$ cat config.mk
export PLATFORM = sky130hd
export DESIGN_NAME = regfile_write_sequencer_flat
export DESIGN_NICKNAME = d
export VERILOG_FILES = /design/src/rtl/regfile_write_sequencer_if.sv /design/src/rtl/regfile_write_sequencer.sv /design/src/flat_wrapper.sv
export SDC_FILE = /design/constraint.sdc
export NUM_CORES = 1
export LEC_CHECK = 0
export BUFFER_PORTS_ARGS = -buffer_cell sky130_fd_sc_hd__buf_4
export CAP_MARGIN = 20
export CORE_MARGIN = 3
export CORE_UTILIZATION = 36
export CTS_BUF_LIST = sky130_fd_sc_hd__clkbuf_4 sky130_fd_sc_hd__clkbuf_8 sky130_fd_sc_hd__clkbuf_16
export DETAILED_ROUTE_END_ITERATION = 7
export GPL_TIMING_DRIVEN = 0
export PLACE_DENSITY = 0.76
export SYNTH_ARGS = -nofsm -noshare
export SYNTH_HDL_FRONTEND = slang
export SYNTH_SLANG_ARGS = --single-unit
export TNS_END_PERCENT = 1
$ cat constraint.sdc
create_clock -name clk -period 2.5 [get_ports clk]
set_input_delay 0.125 -clock clk [delete_from_list [all_inputs] [get_ports clk]]
set_output_delay 0.125 -clock clk [all_outputs]
set_load 0.03 [all_outputs]
$ cat src/rtl/regfile_write_sequencer_if.sv
// regfile_write_sequencer_if: requester write bundle plus the register-file write port
interface regfile_write_sequencer_if #(
  parameter int N_REQ = 3,
  parameter int ADDR_W = 4,
  parameter int DATA_W = 16
);
  logic [N_REQ-1:0] req;
  logic [N_REQ-1:0] req_wide;
  logic [N_REQ-1:0] ack;
  logic [N_REQ*ADDR_W-1:0] req_addr;
  logic [N_REQ*2*DATA_W-1:0] req_data;
  logic busy;
  logic rf_write_enable;
  logic [ADDR_W-1:0] rf_write_addr;
  logic [DATA_W-1:0] rf_write_data;
  logic rf_dirc_byte;
  modport master (
    output req, req_wide, req_addr, req_data,
    input ack, busy, rf_write_enable, rf_write_addr, rf_write_data, rf_dirc_byte
  );
  modport slave (
    input req, req_wide, req_addr, req_data,
    output ack, busy, rf_write_enable, rf_write_addr, rf_write_data, rf_dirc_byte
  );
endinterface

$ cat src/rtl/regfile_write_sequencer.sv
// regfile_write_sequencer: arbitrated register-file write port splitting wide writes into low/high halves; RF_SEQ_FIXED_PRIO_EN selects fixed priority
module regfile_write_sequencer #(
  parameter int N_REQ = 3,
  parameter int ADDR_W = 4,
  parameter int DATA_W = 16,
  parameter int FIRST_WIDE_ADDR = 8,
  parameter int LAST_WIDE_ADDR = 9
) (
  input logic clk,
  input logic rst,
  regfile_write_sequencer_if.slave bus
);
  localparam int PTR_W = N_REQ > 1 ? $clog2(N_REQ) : 1;
  localparam logic [ADDR_W-1:0] WIDE_LO = ADDR_W'(FIRST_WIDE_ADDR);
  localparam logic [ADDR_W-1:0] WIDE_HI = ADDR_W'(LAST_WIDE_ADDR);
  typedef enum logic {ARB, HI} state_t;
  state_t state_q, state_d;
  logic we_q, we_d;
  logic dirc_q, dirc_d;
  logic busy_q, busy_d;
  logic [ADDR_W-1:0] addr_q, addr_d;
  logic [DATA_W-1:0] data_q, data_d;
  logic [DATA_W-1:0] hi_q, hi_d;
  logic [N_REQ-1:0] ack_q, ack_d;
  logic [PTR_W-1:0] win_q, win_d;
  logic [N_REQ-1:0] elig;
  logic [PTR_W-1:0] win, idx;
  logic found, w_wide;
  logic [ADDR_W-1:0] w_addr;
  logic [2*DATA_W-1:0] w_data;
`ifndef RF_SEQ_FIXED_PRIO_EN
  logic [PTR_W-1:0] rr_q, rr_d;
`endif
  always_comb begin
    elig = bus.req & ~ack_q;
    found = 1'b0;
    win = '0;
    idx = '0;
    for (int k = 0; k < N_REQ; k++) begin
`ifdef RF_SEQ_FIXED_PRIO_EN
      idx = PTR_W'(k);
`else
      idx = PTR_W'((int'(rr_q) + k) % N_REQ);
`endif
      if (!found && elig[idx]) begin
        found = 1'b1;
        win = idx;
      end
    end
    w_addr = '0;
    w_data = '0;
    w_wide = 1'b0;
    for (int k = 0; k < N_REQ; k++) begin
      if (win == PTR_W'(k)) begin
        w_addr = bus.req_addr[k*ADDR_W +: ADDR_W];
        w_data = bus.req_data[k*2*DATA_W +: 2*DATA_W];
        w_wide = bus.req_wide[k] && w_addr >= WIDE_LO && w_addr <= WIDE_HI;
      end
    end
  end
  always_comb begin
    state_d = ARB;
    we_d = 1'b1;
    addr_d = '0;
    data_d = '0;
    dirc_d = 1'b0;
    ack_d = '0;
    busy_d = 1'b0;
    hi_d = hi_q;
    win_d = win_q;
`ifndef RF_SEQ_FIXED_PRIO_EN
    rr_d = rr_q;
`endif
    if (state_q == HI) begin
      we_d = 1'b0;
      addr_d = addr_q;
      data_d = hi_q;
      dirc_d = 1'b1;
      ack_d = N_REQ'(1) << win_q;
      busy_d = 1'b1;
    end else if (found) begin
      we_d = 1'b0;
      addr_d = w_addr;
      data_d = w_data[DATA_W-1:0];
      hi_d = w_data[2*DATA_W-1:DATA_W];
      win_d = win;
      busy_d = w_wide;
      state_d = w_wide ? HI : ARB;
      ack_d = w_wide ? '0 : N_REQ'(1) << win;
`ifndef RF_SEQ_FIXED_PRIO_EN
      rr_d = (win == PTR_W'(N_REQ - 1)) ? '0 : win + 1'b1;
`endif
    end
  end
  always_ff @(posedge clk) begin
    if (!rst) begin
      state_q <= ARB;
      we_q <= 1'b1;
      addr_q <= '0;
      data_q <= '0;
      dirc_q <= 1'b0;
      ack_q <= '0;
      busy_q <= 1'b0;
      hi_q <= '0;
      win_q <= '0;
`ifndef RF_SEQ_FIXED_PRIO_EN
      rr_q <= '0;
`endif
    end else begin
      state_q <= state_d;
      we_q <= we_d;
      addr_q <= addr_d;
      data_q <= data_d;
      dirc_q <= dirc_d;
      ack_q <= ack_d;
      busy_q <= busy_d;
      hi_q <= hi_d;
      win_q <= win_d;
`ifndef RF_SEQ_FIXED_PRIO_EN
      rr_q <= rr_d;
`endif
    end
  end
  assign bus.ack = ack_q;
  assign bus.busy = busy_q;
  assign bus.rf_write_enable = we_q;
  assign bus.rf_write_addr = addr_q;
  assign bus.rf_write_data = data_q;
  assign bus.rf_dirc_byte = dirc_q;
endmodule

$ cat src/flat_wrapper.sv
// flat-port wrapper written by rule: the top's interface ports become plain ports
module regfile_write_sequencer_flat 
#(
  parameter int N_REQ = 3,
  parameter int ADDR_W = 4,
  parameter int DATA_W = 16,
  parameter int FIRST_WIDE_ADDR = 8,
  parameter int LAST_WIDE_ADDR = 9
)
  (clk, rst, bus_req, bus_req_wide, bus_req_addr, bus_req_data, bus_ack, bus_busy, bus_rf_write_enable, bus_rf_write_addr, bus_rf_write_data, bus_rf_dirc_byte);
  regfile_write_sequencer_if #(.N_REQ(N_REQ), .ADDR_W(ADDR_W), .DATA_W(DATA_W)) bus_i ();
  input logic clk;
  input logic rst;
  input wire logic [$bits(bus_i.req)-1:0] bus_req;
  input wire logic [$bits(bus_i.req_wide)-1:0] bus_req_wide;
  input wire logic [$bits(bus_i.req_addr)-1:0] bus_req_addr;
  input wire logic [$bits(bus_i.req_data)-1:0] bus_req_data;
  output wire logic [$bits(bus_i.ack)-1:0] bus_ack;
  output wire logic [$bits(bus_i.busy)-1:0] bus_busy;
  output wire logic [$bits(bus_i.rf_write_enable)-1:0] bus_rf_write_enable;
  output wire logic [$bits(bus_i.rf_write_addr)-1:0] bus_rf_write_addr;
  output wire logic [$bits(bus_i.rf_write_data)-1:0] bus_rf_write_data;
  output wire logic [$bits(bus_i.rf_dirc_byte)-1:0] bus_rf_dirc_byte;
  assign bus_i.req = bus_req;
  assign bus_i.req_wide = bus_req_wide;
  assign bus_i.req_addr = bus_req_addr;
  assign bus_i.req_data = bus_req_data;
  assign bus_ack = bus_i.ack;
  assign bus_busy = bus_i.busy;
  assign bus_rf_write_enable = bus_i.rf_write_enable;
  assign bus_rf_write_addr = bus_i.rf_write_addr;
  assign bus_rf_write_data = bus_i.rf_write_data;
  assign bus_rf_dirc_byte = bus_i.rf_dirc_byte;
  regfile_write_sequencer #(.N_REQ(N_REQ), .ADDR_W(ADDR_W), .DATA_W(DATA_W), .FIRST_WIDE_ADDR(FIRST_WIDE_ADDR), .LAST_WIDE_ADDR(LAST_WIDE_ADDR)) u_core (.clk(clk), .rst(rst), .bus(bus_i));
endmodule
==> flow_metrics.py <==
metrics = {
    "layout": {
        "n_antenna_cell": 0,
        "drive_above_1_share_pct": 45.9,
        "final_cells": 585,
        "area_growth_syn_to_layout_pct": 58.9,
        "fill_cells": 614,
        "num-nets-final": 604,
        "final_area_mm2": 0.00445,
    },
    "placement": {
        "gp_congestion": 0.871,
        "placed_cell_area_mm2": 0.00398,
        "port_buffers": 141,
        "dp_hpwl_mm": 8.16,
        "dp_cells": 561,
    },
    "logic_synthesis": {
        "synth_nets": 440,
        "synth_edf_count": 0,
        "yosys_warnings": 0,
        "ys_seq_area_share_pct": 33.6,
        "syn_area_mm2": 0.00280,
        "ys_async_sr_fraction_pct": 0,
        "synthFlopType": "dfxtp_1",
        "synthCells": 321,
        "synth_cell_types": 55,
        "synth_seq_cells": 47,
        "syn_area_per_cell_um2": 8.72,
    },
    "setup_path": {
        "path_buf_inv": 4,
        "max_stage_delay_ns": 0.37,
        "required_ns": 2.71,
        "arrival_ns": 2.68,
        "cp_slowest_cell": "a211oi_4",
        "cp_top_family": "compound AO/OA/AOI/OAI gates",
        "r2r_slack_ns": 0.03,
        "endpoint_kind": "flop",
        "path_class": "flop to flop",
        "path_max_fanout": 7,
        "worstPathCellList": "buf_4 -> ha_4 -> buf_6 -> and4bb_2 -> a211oi_4 -> a311oi_4 -> buf_4 -> nor3b_4 -> buf_6 -> a22oi_2 -> o21ai_1",
        "cp-start-kind": "flop",
    },
    "sta": {
        "fin_crit_sh_pct": 98.8,
        "skew_ns": 0.00555,
        "fmax_mhz": 405,
        "period_needed_ns": 2.47,
        "rsz0062_at_grt": "true",
        "tightestPinTransition_ns": 0.743,
        "finalHoldViolCount": 0,
        "finalSetupViolations": 0,
        "holdWs_ns": 0.0483,
        "slew_viol_final": 0,
        "slew_headroom_pct": 49.8,
        "fin_tns_setup_ns": 0,
    },
    "floorplan": {
        "fp.dieW_um": 94.2,
        "rows": 31,
        "fp.coreArea_mm2": 0.00741,
        "start_util_pct": 37.8,
        "die-area_mm2": 0.00887,
        "io_pins": 142,
        "die_y_um": 94.2,
    },
    "cts": {
        "path_clk_slew_ns": 0.09,
        "cts.sinks": 47,
        "cts_tree": "yes",
        "cts_buffer_depth": 2,
        "htreeDepth": 2,
        "clock_latency_ns": 0.31,
        "clockRootBuffer": "clkbuf_8",
        "cts_buffers": 5,
    },
    "route": {
        "dr.pass1.iters": 5,
        "totalWireLength_mm": 11.2,
        "routedWlPerCell_um": 19.1,
        "routed_via_density": 5.75,
        "num_vias": 3366,
        "ant_nets": 0,
        "route.detailed.drc": 0,
        "drt-initial-drc-count": 348,
    },
    "power_and_ir_drop": {
        "pwr-share-clk_pct": 9.3,
        "p_sw_mw": 2.54,
        "switching_share_pct": 46.9,
        "p_leak_nw": 2.03,
        "p_int_mw": 2.88,
        "vdd_ir_drop_max_v": 0.000511,
        "power_density_mw_per_mm2": 1220,
        "total_power_mw": 5.42,
        "p_comb_share_pct": 68.9,
        "seq_power_share_pct": 21.9,
    },
    "grt": {
        "grt-ovfl-total": 0,
        "antenna_found_initial": 0,
        "grt_start_max_net_pins": 16,
        "gr-usage-all-layers_pct": 22.9,
        "grt_pass1_wl_mm": 15.9,
        "grt_pass1_vias": 3127,
    },
    "run_status": {
        "status": "complete, no violations",
    },
    "min_path": {
        "worstHoldPathType": "input port to flop",
    },
    "job": {
        "maxCapViolCount": 0,
    },
}
==> power by group through the flow <==
stage / logic [mW] / registers, mW / clock network (mW)
finish: 3.73 / 1.18 / 0.501
global route: 3.96 / 1.21 / 0.527
CTS: 3.26 / 1.16 / 0.501
detailed placement: 3.05 / 1.17 / 0
global placement: 3.00 / 1.16 / 0
floorplan: 1.90 / 1.39 / 0
==> worst register-to-register path: stages (launching register included) <==
cell	delay, ns
dfxtp_2	0.33
buf_4	0.14
ha_4	0.27
buf_6	0.14
and4bb_2	0.25
a211oi_4	0.37
a311oi_4	0.16
buf_4	0.17
nor3b_4	0.14
buf_6	0.15
a22oi_2	0.17
o21ai_1	0.08
==> sequential cells by signal (all words and copies together), names as in the netlist <==
register	cells
u_core.bus.ack	3
u_core.bus.rf_write_addr	4
u_core.hi_q	16
u_core.bus.rf_dirc_byte	1
u_core.state_q	1
u_core.bus.busy	1
u_core.bus.rf_write_data	16
u_core.bus.rf_write_enable	1
u_core.win_q	2
u_core.rr_q	2
==> per-stage QoR <==
stage | util, % | worst slack (ns)
3_3_place_gp | 53.8 | -0.210
6_report | 60.1 | 0.0293
4_1_cts | 56.7 | 0.00686
3_5_place_dp | 53.8 | -0.283
2_1_floorplan | - | 0.125
5_1_grt | 60.1 | -0.0683
==> worst paths after layout <==
kind	from	end	depth (start not counted)
max	u_core.rr_q[1]	u_core.hi_q[6]	11
max reg2reg	u_core.rr_q[1]	u_core.hi_q[6]	11
min	bus_req_addr[2]	u_core.bus.rf_write_addr[2]	2
min reg2reg	u_core.hi_q[5]	u_core.bus.rf_write_data[5]	1
==> routing by layer <==
metal / global-route usage [%] / up-vias / wire (µm)
li1: - / 1563 / -
met1: 30.2 / 1581 / 4500
met2: 38.9 / 201 / 5410
met3: 4.01 / 21 / 1140
met4: 5.05 / 0 / 122
met5: 0 / - / 0
==> cell type report <==
| cell class | count | area, µm² | share of cell area, % |
|---|---|---|---|
| plain buffers | 25 | 191 | 4.30 |
| clock buffers | 6 | 82.6 | 1.86 |
| clock inverters | 2 | 16.3 | 0.366 |
| inverters | 9 | 33.8 | 0.759 |
| multi-input cells | 239 | 1860 | 41.8 |
| flip-flops and latches | 47 | 946 | 21.3 |
| well taps | 99 | 124 | 2.78 |
| repair buffers | 158 | 1190 | 26.8 |
==> layout by cell type (no fill, tap or decap), types with 5 or more instances in the layout <==
cell      instances
clkbuf_8          6
buf_6             7
o21ai_0          13
nor2_1           10
clkbuf_1          6
nand2_1           8
o21ai_1          33
o311ai_1          9
nand4_1          10
dfxtp_1          45
a31oi_1          17
a22oi_2           5
a21o_1           19
nand3_1          32
clkbuf_4          7
mux2i_1          18
buf_4           158
inv_1             7
a21oi_1           5
==> kinds of logic (layout without fill, tap and decap cells) <==
kind of cell / count (synthesis) / in the layout / synth area share (%)
compound gates: 125 / 125 / 31.5
simple gates: 93 / 93 / 20.8
flops: 47 / 47 / 33.6
buf+inv: 35 / 200 / 6.39
mux: 18 / 18 / 6.43
fa+ha+maj: 3 / 3 / 1.34
==> synth_stat cells (3+ instances only) <==
cell,count,area (µm²)
nand2_1,8,30.0
inv_1,8,30.0
buf_4,3,22.5
ha_1,3,37.5
nor2_2,3,18.8
nand2b_1,4,25.0
o21ai_0,14,70.1
nor2_1,10,37.5
nor2b_1,3,18.8
a22oi_1,7,52.6
mux2i_1,18,180
buf_6,3,33.8
and3_1,3,18.8
buf_2,11,55.1
nand3_1,32,160
a21oi_1,5,25.0
o311ai_1,10,87.6
nor4bb_1,5,50.1
a21o_1,19,143
clkbuf_1,9,33.8
a31oi_1,17,106
dfxtp_1,47,941
o21ai_1,33,165
nand4_1,10,62.6
==> what timing repair did <==
action / CTS / global route
hold buffers: 0 / 0
pin swaps: 4 / 15
gates cloned: 1 / 0
gates resized for setup: 18 / 42
endpoints found under the setup margin: 41 / 44
buffers inserted: 5 / 13
Note: power is estimated with default switching activity, not from simulation.
